===== config.mk =====
export PLATFORM = sky130hd
export DESIGN_NAME = n64_poll_engine
export DESIGN_NICKNAME = d
export VERILOG_FILES = /design/src/rtl/n64_pkg.sv /design/src/rtl/n64_line_sync.sv /design/src/rtl/n64_poll_engine.sv
export SDC_FILE = /design/constraint.sdc
export NUM_CORES = 1
export LEC_CHECK = 0
export CELL_PAD_IN_SITES_DETAIL_PLACEMENT = 1
export CELL_PAD_IN_SITES_GLOBAL_PLACEMENT = 2
export CORE_ASPECT_RATIO = 1.4
export CORE_MARGIN = 2
export CORE_UTILIZATION = 34
export CTS_CLUSTER_SIZE = 24
export DETAILED_ROUTE_END_ITERATION = 10
export PLACE_DENSITY = 0.78
export SYNTH_ARGS = -nofsm -noshare
export SYNTH_HDL_FRONTEND = slang
export SYNTH_SLANG_ARGS = --single-unit

===== constraint.sdc =====
create_clock -name PCLK -period 2.7 [get_ports PCLK]
set_clock_uncertainty 0.2 [all_clocks]
set_input_delay 0.405 -clock PCLK [delete_from_list [all_inputs] [get_ports PCLK]]
set_output_delay 0.405 -clock PCLK [all_outputs]
set_load 0.02 [all_outputs]

===== src/rtl/n64_pkg.sv =====
// Shared definitions for the N64 controller one-wire engine.
package n64_pkg;

  typedef enum logic [2:0] {
    S_IDLE,
    S_TX_BIT,
    S_TX_STOP,
    S_RX_WAIT_FALL,
    S_RX_SAMPLE,
    S_RX_WAIT_HIGH,
    S_DONE,
    S_ERR
  } n64_state_e;

  localparam logic [7:0] CMD_STATUS = 8'h00;
  localparam logic [7:0] CMD_POLL   = 8'h01;
  localparam logic [7:0] CMD_RESET  = 8'hFF;

  // Bit-cell timing in units of one microsecond (U).
  localparam int LOW0   = 3;  // low time of a transmitted '0'
  localparam int LOW1   = 1;  // low time of a transmitted '1' (and stop bit)
  localparam int CELL   = 4;  // full bit cell
  localparam int SAMPLE = 2;  // sample point after a detected falling edge

endpackage


===== src/rtl/n64_line_sync.sv =====
// Two-flop synchronizer for the pad level plus a registered previous value
// for falling-edge detection. Resets to the idle-high line level.
module n64_line_sync (
  input  logic clk,
  input  logic rst,
  input  logic d,
  output logic sync_cur,
  output logic fall_pulse
);

  logic meta;
  logic prev;

  // Synchronize the raw pad and keep one cycle of history.
  always_ff @(posedge clk) begin
    if (rst) begin
      meta     <= 1'b1;
      sync_cur <= 1'b1;
      prev     <= 1'b1;
    end else begin
      meta     <= d;
      sync_cur <= meta;
      prev     <= sync_cur;
    end
  end

  assign fall_pulse = prev & ~sync_cur;

endmodule


===== src/rtl/n64_poll_engine.sv =====
// N64 controller one-wire protocol engine: sends a command byte plus stop
// bit on an open-drain line, then captures the controller reply.
module n64_poll_engine
  import n64_pkg::*;
#(
  parameter int US_TICKS   = 100,  // must be at least 4
  parameter int RX_BITS    = 32,
  parameter int TIMEOUT_US = 64
) (
  input  logic        PCLK,
  input  logic        PRESET,
  input  logic        start,
  input  logic [7:0]  cmd,
  input  logic        data_in,
  output logic        data_oe,
  output logic        busy,
  output logic [31:0] rx_data,
  output logic        done,
  output logic        err
);

  localparam int CELL_CYC = CELL * US_TICKS;
  localparam int TO_CYC   = TIMEOUT_US * US_TICKS;
  localparam int CNT_W    = $clog2(CELL_CYC);
  localparam int TO_W     = $clog2(TO_CYC + 1);
  localparam int BIT_W    = $clog2(RX_BITS + 1);

  localparam logic [CNT_W-1:0] CELL_LAST = CNT_W'(CELL_CYC - 1);
  localparam logic [CNT_W-1:0] U_LAST    = CNT_W'(LOW1 * US_TICKS - 1);
  localparam logic [CNT_W-1:0] SMP_LAST  = CNT_W'(SAMPLE * US_TICKS - 1);
  localparam logic [CNT_W-1:0] LOW0_CYC  = CNT_W'(LOW0 * US_TICKS);
  localparam logic [CNT_W-1:0] LOW1_CYC  = CNT_W'(LOW1 * US_TICKS);
  localparam logic [TO_W-1:0]  TO_LAST   = TO_W'(TO_CYC - 1);
  localparam logic [BIT_W-1:0] BIT_LAST  = BIT_W'(RX_BITS - 1);

  n64_state_e       state, state_n;
  logic [CNT_W-1:0] cnt, cnt_n;        // position inside a cell / window
  logic [TO_W-1:0]  to_cnt, to_n;      // cycles spent in a wait state
  logic [2:0]       tx_idx, tx_idx_n;  // command bit being sent
  logic [BIT_W-1:0] bit_cnt, bit_n;    // response bits captured so far
  logic [31:0]      sr, sr_n;          // response shift register
  logic [7:0]       cmd_sr, cmd_n;     // command byte, MSB is current bit
  logic [31:0]      rx_n;
  logic             sync_cur;
  logic             fall_pulse;

  n64_line_sync u_sync (
    .clk        (PCLK),
    .rst        (PRESET),
    .d          (data_in),
    .sync_cur   (sync_cur),
    .fall_pulse (fall_pulse)
  );

  // State register.
  always_ff @(posedge PCLK) begin
    if (PRESET) state <= S_IDLE;
    else        state <= state_n;
  end

  // Datapath registers: counters, shift registers and the result word.
  always_ff @(posedge PCLK) begin
    if (PRESET) begin
      cnt     <= '0;
      to_cnt  <= '0;
      tx_idx  <= '0;
      bit_cnt <= '0;
      sr      <= '0;
      cmd_sr  <= '0;
      rx_data <= '0;
    end else begin
      cnt     <= cnt_n;
      to_cnt  <= to_n;
      tx_idx  <= tx_idx_n;
      bit_cnt <= bit_n;
      sr      <= sr_n;
      cmd_sr  <= cmd_n;
      rx_data <= rx_n;
    end
  end

  // Next-state, datapath updates and line/handshake outputs.
  always_comb begin
    state_n  = state;
    cnt_n    = cnt;
    to_n     = to_cnt;
    tx_idx_n = tx_idx;
    bit_n    = bit_cnt;
    sr_n     = sr;
    cmd_n    = cmd_sr;
    rx_n     = rx_data;
    data_oe  = 1'b0;
    busy     = (state != S_IDLE);
    done     = 1'b0;
    err      = 1'b0;
    case (state)
      S_IDLE: begin
        if (start) begin
          state_n  = S_TX_BIT;
          cmd_n    = cmd;
          cnt_n    = '0;
          to_n     = '0;
          tx_idx_n = '0;
          bit_n    = '0;
          sr_n     = '0;
        end
      end
      S_TX_BIT: begin
        data_oe = (cnt < (cmd_sr[7] ? LOW1_CYC : LOW0_CYC));
        if (cnt == CELL_LAST) begin
          cnt_n = '0;
          cmd_n = cmd_sr << 1;
          if (tx_idx == 3'd7) state_n = S_TX_STOP;
          else                tx_idx_n = tx_idx + 3'd1;
        end else begin
          cnt_n = cnt + 1'b1;
        end
      end
      S_TX_STOP: begin
        data_oe = 1'b1;
        if (cnt == U_LAST) begin
          state_n = S_RX_WAIT_FALL;
          cnt_n   = '0;
          to_n    = '0;
        end else begin
          cnt_n = cnt + 1'b1;
        end
      end
      S_RX_WAIT_FALL: begin
        if (fall_pulse) begin
          state_n = S_RX_SAMPLE;
          cnt_n   = '0;
          to_n    = '0;
        end else if (to_cnt == TO_LAST) begin
          state_n = S_ERR;
        end else begin
          to_n = to_cnt + 1'b1;
        end
      end
      S_RX_SAMPLE: begin
        if (cnt == SMP_LAST) begin
          // Shifting in from a cleared register leaves short replies LSB-aligned.
          sr_n  = (sr << 1) | {31'b0, sync_cur};
          bit_n = bit_cnt + 1'b1;
          cnt_n = '0;
          to_n  = '0;
          if (bit_cnt == BIT_LAST) begin
            state_n = S_DONE;
            rx_n    = sr_n;
          end else begin
            state_n = S_RX_WAIT_HIGH;
          end
        end else begin
          cnt_n = cnt + 1'b1;
        end
      end
      S_RX_WAIT_HIGH: begin
        if (sync_cur) begin
          state_n = S_RX_WAIT_FALL;
          to_n    = '0;
        end else if (to_cnt == TO_LAST) begin
          state_n = S_ERR;
        end else begin
          to_n = to_cnt + 1'b1;
        end
      end
      // The controller's own stop bit is not awaited; it falls while idle.
      S_DONE: begin
        done    = 1'b1;
        state_n = S_IDLE;
      end
      S_ERR: begin
        err     = 1'b1;
        state_n = S_IDLE;
      end
      default: state_n = S_IDLE;
    endcase
  end

endmodule


Yosys cells after proc, flatten, opt, wreduce, memory -nomap -nowiden --
Index checks and enable logic that the tools add are counted.
Word-level totals: output and inout bits 36, flip-flop bits (word level) 108, input port bits 12, logic and storage cells 93
Cells by class: magnitude comparators 1, mux-type cells 40, add/subtract/negate cells 4, bitwise gates (word level) 3, reduce and logical (&&, ||, !) cells 14, equal/unequal tests 20
Operators with widths (count):
- 2-to-1 mux 13 bit | 6
- one-hot mux 13 bit (5 select lines) | 1
- 2-to-1 mux 31 bit | 2
- one-hot mux 31 bit (2 select lines) | 1
- 2-to-1 mux 9 bit | 6
- one-hot mux 9 bit (5 select lines) | 1
- 2-to-1 mux 3 bit | 11
- OR 32 x 1 -> 32 bit | 1
- one-hot mux 3 bit (7 select lines) | 1
- 2-to-1 mux 8 bit | 2
- one-hot mux 8 bit (2 select lines) | 1
- equality test 3 bit, second input constant | 5
- inequality test 2 bit, second input constant | 7
- adder 13 x 1 -> 13 bit, second input constant | 1
- equality test 13 bit, second input constant | 1
- 2-to-1 mux 6 bit | 2
- one-hot mux 6 bit (2 select lines) | 1
- AND reduction 3 bit | 4
- nonzero test 5 bit | 2
- adder 9 x 1 -> 9 bit, second input constant | 1
- equality test 9 x 7 -> 1 bit, second input constant | 1
- equality test 9 x 8 -> 1 bit, second input constant | 1
- equality test 9 bit, second input constant | 1
- < comparator 9 bit | 1
- other kinds (17) | 21

Longest topological paths before layout --
Gate-level depths: netlist of the first run.
depth after elaboration 4, gate-level depth with buffers 8, mapped depth without buffers 7

Cells and area by module --
A second synthesis of the first run with hierarchy kept.
Unflattened totals: cell total of the unflattened synthesis 589, area total of the unflattened synthesis 4743.3 µm²
By module, submodules not included:
- n64_poll_engine | area each 4658.2 µm², instances 1, cells each 582
- n64_line_sync | area each 85.1 µm², instances 1, cells each 7

Least setup slack after synthesis of the first run --
Ideal clock, no wire load.
kind flip-flop to output port, from register cnt[3], to output data_oe, required time 2.095 ns, setup slack 0.459 ns, arrival 1.636 ns, cell stages (with the launch flop) 6, path through dfxtp_1 ha_1 a211o_1 a311o_1 a211oi_1 or2_2
On the way: word-level cells in the longest chain between the ends 2
RTL lines:
- from (decl) | line n64_poll_engine.sv:37 | logic [CNT_W-1:0] cnt, cnt_n;
- from (signal assigned) | line n64_poll_engine.sv:72 | cnt <= cnt_n;
- < comparator 9 bit | line n64_poll_engine.sv:109 | data_oe = (cnt < (cmd_sr[7] ? LOW1_CYC : LOW0_CYC));
- one-hot mux 1 bit (2 select lines) | line n64_poll_engine.sv:96 | case (state)
- to (decl) | line n64_poll_engine.sv:15 | output logic data_oe,
Every way passes these cells.

Final worst setup path of the first run --
from register cmd_sr[7], to output data_oe
On the way: word-level cells in the longest chain between the ends 3
RTL lines:
- from (decl) | line n64_poll_engine.sv:42 | logic [7:0] cmd_sr, cmd_n;
- from (signal assigned) | line n64_poll_engine.sv:77 | cmd_sr <= cmd_n;
- 2-to-1 mux 9 bit | line n64_poll_engine.sv:109
- < comparator 9 bit | line n64_poll_engine.sv:109
- one-hot mux 1 bit (2 select lines) | line n64_poll_engine.sv:96
Every way passes these cells.

==> results of run 1 <==
[registers in the layout, summed over array words and instances (netlist names)]
signal           count
bit_cnt              6
cmd_sr               8
cnt                  9
rx_data             32
sr                  31
state                3
to_cnt              13
tx_idx               3
u_sync.meta          1
u_sync.prev          1
u_sync.sync_cur      1
[metal layers]
metal,up-vias,global-route usage
met2,46,0.3062
met5,-,0
met4,0,0.07733
li1,2123,-
met3,19,0.02785
met1,2081,0.1981
[cell usage after synthesis, drive strengths merged, types with 8 or more instances]
| master | count |
|---|---|
| a21oi | 87 |
| buf | 18 |
| clkbuf | 22 |
| dfxtp | 108 |
| ha | 8 |
| nand2 | 114 |
| nand3 | 40 |
| nand4 | 10 |
| nor2 | 42 |
| nor3b | 8 |
[kinds of logic (layout without fill, tap and decap cells)]
group | count (synthesis) | after routing
compound gates | 134 | 134
fa+ha+maj | 8 | 8
simple gates | 265 | 265
flops | 108 | 108
mux | 8 | 8
buf+inv | 47 | 92
xor+xnor | 13 | 13
[repair_timing]
| item | 4_1_cts | 5_1_grt |
|---|---|---|
| buffers inserted | 0 | 0 |
| pin swaps | 2 | 4 |
| resized for setup | 6 | 6 |
| setup endpoints to repair | 1 | 2 |
[through the flow]
stage | hold WS [ns] | setup TNS (ns) | util
after floorplan | 0.1895 | 0 | -
after global routing | 0.2273 | -0.05864 | 0.4211
after CTS | 0.2205 | 0 | 0.4193
after global placement | 0.2027 | -0.05930 | 0.3953
after detailed placement | 0.1999 | -0.1282 | 0.3953
final | 0.2166 | 0 | 0.4211
[worst max-delay path: stages, from the launching register on]
cell and delay (ns):
dfxtp_2 0.34, ha_4 0.23, a211o_1 0.27, a311o_1 0.37, a211oi_2 0.25, or2_4 0.15, buf_6 0.11
[power breakdown]
part / internal (mW) / switching (mW)
Combinational: 0.0891 / 0.141
Clock: 0.828 / 0.628
Sequential: 1.61 / 0.0159
[cell type report]
cell class	count	area share
multi-input combinational	428	0.4199
timing repair buffer	69	0.1100
clock buffer	9	0.03845
clock inverter	7	0.01815
inverter	7	0.004485
tap	185	0.03951
sequential	108	0.3695
[worst paths after layout]
check | start | end | cells past startpoint
hold reg to reg | u_sync.meta$_SDFF_PP1_ | u_sync.sync_cur$_SDFF_PP1_ | 1
setup / recovery | cmd_sr[7]$_SDFFE_PP0P_ | data_oe | 6
hold / removal | u_sync.meta$_SDFF_PP1_ | u_sync.sync_cur$_SDFF_PP1_ | 1
setup reg to reg | cnt[3]$_SDFFE_PP0P_ | to_cnt[7]$_SDFFE_PP0P_ | 7
==> out/qor.csv, run 1 <==
stage;metric;value;unit
final_layout;# fillers;1702;
synthesis;Post-synth top flop;dfxtp_1;
sta;setup-violating endpoint count in the final report;0;
outcome;outcome;finished, final reports clean;
final_layout;commonest non-fill, non-tap cells in the layout;114 x nand2_1, 106 x dfxtp_1, 87 x a21oi_1, 45 x clkdlybuf4s50_1, 42 x nor2_1;
cts;CTS root buffer;clkbuf_16;
drt;met1 routed wirelength after detailed routing;5450;um
placement;minimum setup slack after placement;-0.1282;ns
drt;via count normalized by instance count;5.251;
placement;port bufs;47;
synthesis;Yosys top cell area share;0.4469;
drt;count of vias placed by the detailed router;4269;
final_layout;combined area of the multi-input logic cells;0.002460;sq mm
synthesis;fraction of the mapped netlist area in compound gates;0.1637;
floorplanning;Core ar.;0.01391;sq mm
cts;total CTS buffers;9;
global_routing;number of antenna violations at the first check in global routing;0;
global_routing;aggregate global routing overflow;0;
synthesis;area fraction in and, or, nand and nor cells after synthesis;0.2762;
drt;top layer in use;met4;
final_layout;final net count;643;
setup_path;Setup CP Type;register to output pin;
final_layout;layout cells sized above 1;0.1131;
sta;unrepaired setup endpoints after global routing;true;
cts;# clock sinks;108;
sta;upper clock frequency limit;0.3720;GHz
setup_path;worst path required time;2.10;ns
synthesis;count of flip-flops with a built-in enable after synthesis;0;
synthesis;Synth Area in XOR/XNOR;0.02353;
drt;length of routed met2 wiring;6688;um
cts;TritonCTS clock tree;done;
final_layout;area overhead of the layout relative to synthesis;21.08;%
synthesis;share of synthesized area occupied by flip-flops and latches;0.4469;
global_routing;maximum number of pins on one net before global-route repair;49;
cts;insertion delay to the later sink of the worst-skew pair;0.35;ns
cts;clock-pin transition on the worst setup and hold timing paths;0.07;ns
sta;final-report hold violation count;0;
global_routing;number of global-route vias before repair;4487;
pwr;cell area power density;564.9;mW/mm^2
floorplanning;overall die width;104.8;um
drt;first-iteration detailed-routing DRC count;82;
pwr;post-layout total power;3.310;mW
synthesis;most area-consuming cells after synthesis;dfxtp_1 45%, a21oi_1 9.0%, nand2_1 8.8%;
drt;routed wire length;12710;um
synthesis;Mean Syn Cell Area;8.299;sq um
synthesis;portion of netlist area occupied by mux cells;0.01681;
placement;DPL Wire Length;8762;um
final_layout;total inserted antenna cells;0;
synthesis;cell accounting for the most synthesized area;dfxtp_1;
placement;global placement routability congestion;0.8168;
drt;remaining design rule violation count;0;
sta;Tcrit/Tclk final;0.9957;
job;Max Cap Violations;0;
final_layout;final design area excluding fillers;0.005858;sq mm
placement;Cell Count Post-Placement;797;
sta;Max Slew Vio Count;0;
global_routing;global router's overall resource usage;0.1714;
setup_path;startpoint kind of the worst setup timing path;register;
final_layout;most frequent standard cell in the layout excluding fill and tap cells;nand2_1;
synthesis;Yosys cell types;67;
setup_path;crit-path max FO;2;
setup_path;capturing element type of the critical path;output pin;
final_layout;register area;0.002165;sq mm
setup_path;r2r setup slk;0.25;ns
synthesis;fraction of registers with async set/reset;0;
drt;met3 wire length;255;um
floorplanning;starting density of the core;0.3478;
sta;minimum period implied by the final worst setup slack;2.688;ns
synthesis;Gate Count Post-Synth;583;
synthesis;Syn Std Cell Area;0.004838;sq mm
placement;standard cell area after detailed placement;0.005499;sq mm
pwr;Max IR drop VDD;0.2632;mV
floorplanning;overall die area;0.01521;sq mm
synthesis;arithmetic-cell share of the synthesized area counting full adders, half adders and majority gates;0.02069;
synthesis;synthesis-stage register bit count;108;
pwr;Lkg Pwr;1.918;nW
floorplanning;number of standard-cell rows in the floorplan;51;
min_path;class of the tightest hold or removal check;register to register;
sta;worst path setup slack after routing;0.01158;ns
sta;Max transition margin;0.5619;
cts;Post-CTS Hold Buffers;0;
synthesis;Synthesized Nets;603;
global_routing;global-route wire length before repair;21430;um
final_layout;final non-filler cell total;813;
cts;clock tree buffer depth;2;
synthesis;dominant combinational cell family by area after synthesis;simple AND/OR/NAND/NOR gates;
drt;Antenna Violating Nets Remaining;0;
setup_path;Crit path arrival time;2.08;ns
drt;number of optimization iterations in the first detailed-route pass;4;
floorplanning;vertical extent of the die;145.2;um
sta;transition time at the pin with the least slew margin;0.6558;ns
synthesis;Warnings, synthesis;0;
floorplanning;top-level I/O count;48;
cts;count of H-tree levels built during CTS;3;
drt;Wirelength per Cell;15.63;um
(Power assumes the default switching activity.)
==> run 2, diff against run 1 <==
--- a/config.mk
+++ b/config.mk
@@ -7,12 +7,11 @@
 export LEC_CHECK = 0
 export CELL_PAD_IN_SITES_DETAIL_PLACEMENT = 1
 export CELL_PAD_IN_SITES_GLOBAL_PLACEMENT = 2
-export CORE_ASPECT_RATIO = 1.4
 export CORE_MARGIN = 2
-export CORE_UTILIZATION = 34
+export CORE_UTILIZATION = 31
 export CTS_CLUSTER_SIZE = 24
 export DETAILED_ROUTE_END_ITERATION = 10
-export PLACE_DENSITY = 0.78
+export PLACE_DENSITY = 0.75
 export SYNTH_ARGS = -nofsm -noshare
 export SYNTH_HDL_FRONTEND = slang
 export SYNTH_SLANG_ARGS = --single-unit
==> constraint.sdc (replaced) <==
create_clock -name PCLK -period 2.45 [get_ports PCLK]
set_clock_uncertainty 0.2 [all_clocks]
set_input_delay 0.3675 -clock PCLK [delete_from_list [all_inputs] [get_ports PCLK]]
set_output_delay 0.3675 -clock PCLK [all_outputs]
set_load 0.02 [all_outputs]
==> run 2 against run 1 <==
Compared with the run above:
- the run now ends with negative setup slack left
- clock power down 6%
- count of clock-buffer cells in the layout is 1 higher
- final cell count up 2.0%
- first-iteration DRC count grew 65%
- sequential share of layout area down 0.40 points
- largest cell class unchanged
- largest power group unchanged
==> out/qor.csv, run 2 (synthesis results as in run 1) <==
stage;metric;value;unit
outcome;outcome;finished with violations;
outcome;failing checks;negative setup slack;
final_layout;Regs by FF count;rx_data (32), sr (31), to_cnt (13);
sta;Max Slew Vio Count;0;
setup_path;sequence of cells on the critical path;buf_6 -> inv_1 -> ha_1 -> a311o_1 -> a211oi_2 -> or2_4 -> buf_6;
final_layout;# fillers;1796;
placement;global placement routability congestion;0.7624;
sta;setup-violating endpoint count in the final report;1;
global_routing;global-route wire length before repair;21750;um
sta;unrepaired setup endpoints after global routing;true;
setup_path;crit-path max FO;2;
sta;Tcrit/Tclk final;1.030;
sta;worst hold margin;0.1376;ns
pwr;Max IR drop VDD;0.3309;mV
cts;total CTS buffers;9;
global_routing;global router's overall resource usage;0.1624;
cts;insertion delay to the later sink of the worst-skew pair;0.35;ns
setup_path;critical path buffer and inverter count;3;
setup_path;capturing element type of the critical path;output pin;
setup_path;Crit path arrival time;1.96;ns
final_layout;final design area excluding fillers;0.005932;sq mm
final_layout;fin util;0.3902;
setup_path;Crit path top cell by count;buf_6;
setup_path;Setup CP Type;register to output pin;
drt;remaining design rule violation count;0;
cts;# clock sinks;108;
final_layout;layout cells sized above 1;0.1326;
setup_path;worst path required time;1.88;ns
final_layout;commonest non-fill, non-tap cells in the layout;114 x nand2_1, 103 x dfxtp_1, 87 x a21oi_1, 43 x clkdlybuf4s50_1, 42 x nor2_1;
pwr;Lkg Pwr;1.984;nW
final_layout;final net count;657;
floorplanning;starting density of the core;0.3183;
global_routing;number of antenna violations at the first check in global routing;0;
global_routing;aggregate global routing overflow;0;
cts;clock-pin transition on the worst setup and hold timing paths;0.07;ns
floorplanning;number of standard-cell rows in the floorplan;45;
cts;clock tree buffer depth;2;
cts;CTS root buffer;clkbuf_16;
placement;Cell Count Post-Placement;811;
floorplanning;top-level I/O count;48;
sta;transition time at the pin with the least slew margin;0.8931;ns
floorplanning;vertical extent of the die;128.9;um
job;Max Cap Violations;0;
drt;routed wire length;12800;um
final_layout;max reg flops;32;
drt;Wirelength per Cell;15.44;um
cts;count of H-tree levels built during CTS;3;
final_layout;final non-filler cell total;829;
drt;first-iteration detailed-routing DRC count;135;
sta;upper clock frequency limit;0.3963;GHz
cts;Post-CTS Hold Buffers;0;
sta;minimum period implied by the final worst setup slack;2.523;ns
setup_path;Max stage delay cell, worst path;a311o_1;
global_routing;number of global-route vias before repair;4338;
floorplanning;Core ar.;0.01520;sq mm
sta;final-report hold violation count;0;
final_layout;most frequent standard cell in the layout excluding fill and tap cells;nand2_1;
floorplanning;overall die width;128.9;um
min_path;class of the tightest hold or removal check;input pin to register;
final_layout;total inserted antenna cells;0;
placement;standard cell area after detailed placement;0.005610;sq mm
sta;Max transition margin;0.4027;
drt;number of optimization iterations in the first detailed-route pass;4;
pwr;post-layout total power;3.428;mW
placement;port bufs;47;
floorplanning;overall die area;0.01662;sq mm
pwr;cell area power density;577.9;mW/mm^2
drt;Antenna Violating Nets Remaining;0;
sta;worst path setup slack after routing;-0.07324;ns
final_layout;largest reg by FF count;rx_data;
drt;count of vias placed by the detailed router;4359;
global_routing;maximum number of pins on one net before global-route repair;83;
setup_path;cell family with the largest share of critical-path delay;compound AO/OA/AOI/OAI gates;
setup_path;startpoint kind of the worst setup timing path;register;
drt;via count normalized by instance count;5.258;
cts;TritonCTS clock tree;done;
final_layout;area overhead of the layout relative to synthesis;22.60;%
placement;DPL Wire Length;8618;um
setup_path;critical path's largest stage delay;0.37;ns
## run 2: changes by cell type in the layout (fill, tap and decap cells not counted), sizes merged, moves of 2 or more
cell | previous run | this run
clkinvlp | 0 | 2
bufinv | 2 | 0
buf | 24 | 38
clkdlybuf4s50 | 45 | 43
## run 2: layout make-up
type / count / area (sq um) / area share
clock buffers: 10 / 229.0 / 0.03860
clock inverters: 5 / 37.54 / 0.006328
inverters: 7 / 26.28 / 0.004429
multi-input cells: 428 / 2456 / 0.4140
flip-flops and latches: 108 / 2168 / 0.3655
well taps: 188 / 235.2 / 0.03965
repair buffers: 83 / 779.5 / 0.1314
## run 2: per-stage QoR
stage          setup TNS [ns]  setup WS, ns
2_1_floorplan               0        0.2463
3_3_place_gp          -0.2456       -0.2456
3_5_place_dp           -1.331       -0.3419
4_1_cts              -0.09117      -0.09117
5_1_grt               -0.1736       -0.1584
6_report             -0.07324      -0.07324
## run 2: repair_timing
action                     4_1_cts  5_1_grt
setup endpoints to repair        4        6
buffers inserted                 0        3
gates resized for setup         16        1
pin swaps                        4        1
cloned                           0        0
## run 2: power breakdown
part / total (mW) / internal [mW] / switching (mW)
Clock: 1.37 / 0.689 / 0.677
Combinational: 0.271 / 0.113 / 0.159
Sequential: 1.79 / 1.77 / 0.0178
Total: 3.43 / 2.57 / 0.854
## run 2: final timing paths
path | slack, ns | to | start | cells after the start
worst max-delay path | -0.07 | data_oe | cmd_sr[7]$_SDFFE_PP0P_ | 7
worst min-delay path | 0.14 | state[2]$_SDFFE_PP0P_ | PRESET | 2
worst max register to register | 0.05 | to_cnt[7]$_SDFFE_PP0P_ | cnt[3]$_SDFFE_PP0P_ | 6
worst min register to register | 0.24 | u_sync.sync_cur$_SDFF_PP1_ | u_sync.meta$_SDFF_PP1_ | 1
## run 2: routing by layer
layer | vias up | wire length (um) | GRT usage
li1 | 2149 | - | -
met1 | 2158 | 6166 | 0.2111
met2 | 39 | 6165 | 0.2708
met3 | 13 | 289 | 0.03326
met4 | 0 | 176 | 0.05179
met5 | - | 0 | 0
## run 2: worst register-to-register path: cells and delay by family, from the launching register on
family / cells / cell delay [ns]
DFF: 1 / 0.34
and+or+nand+nor: 3 / 1.26
buffers and inverters: 1 / 0.15
AOI/OAI and AO/OA: 2 / 0.37
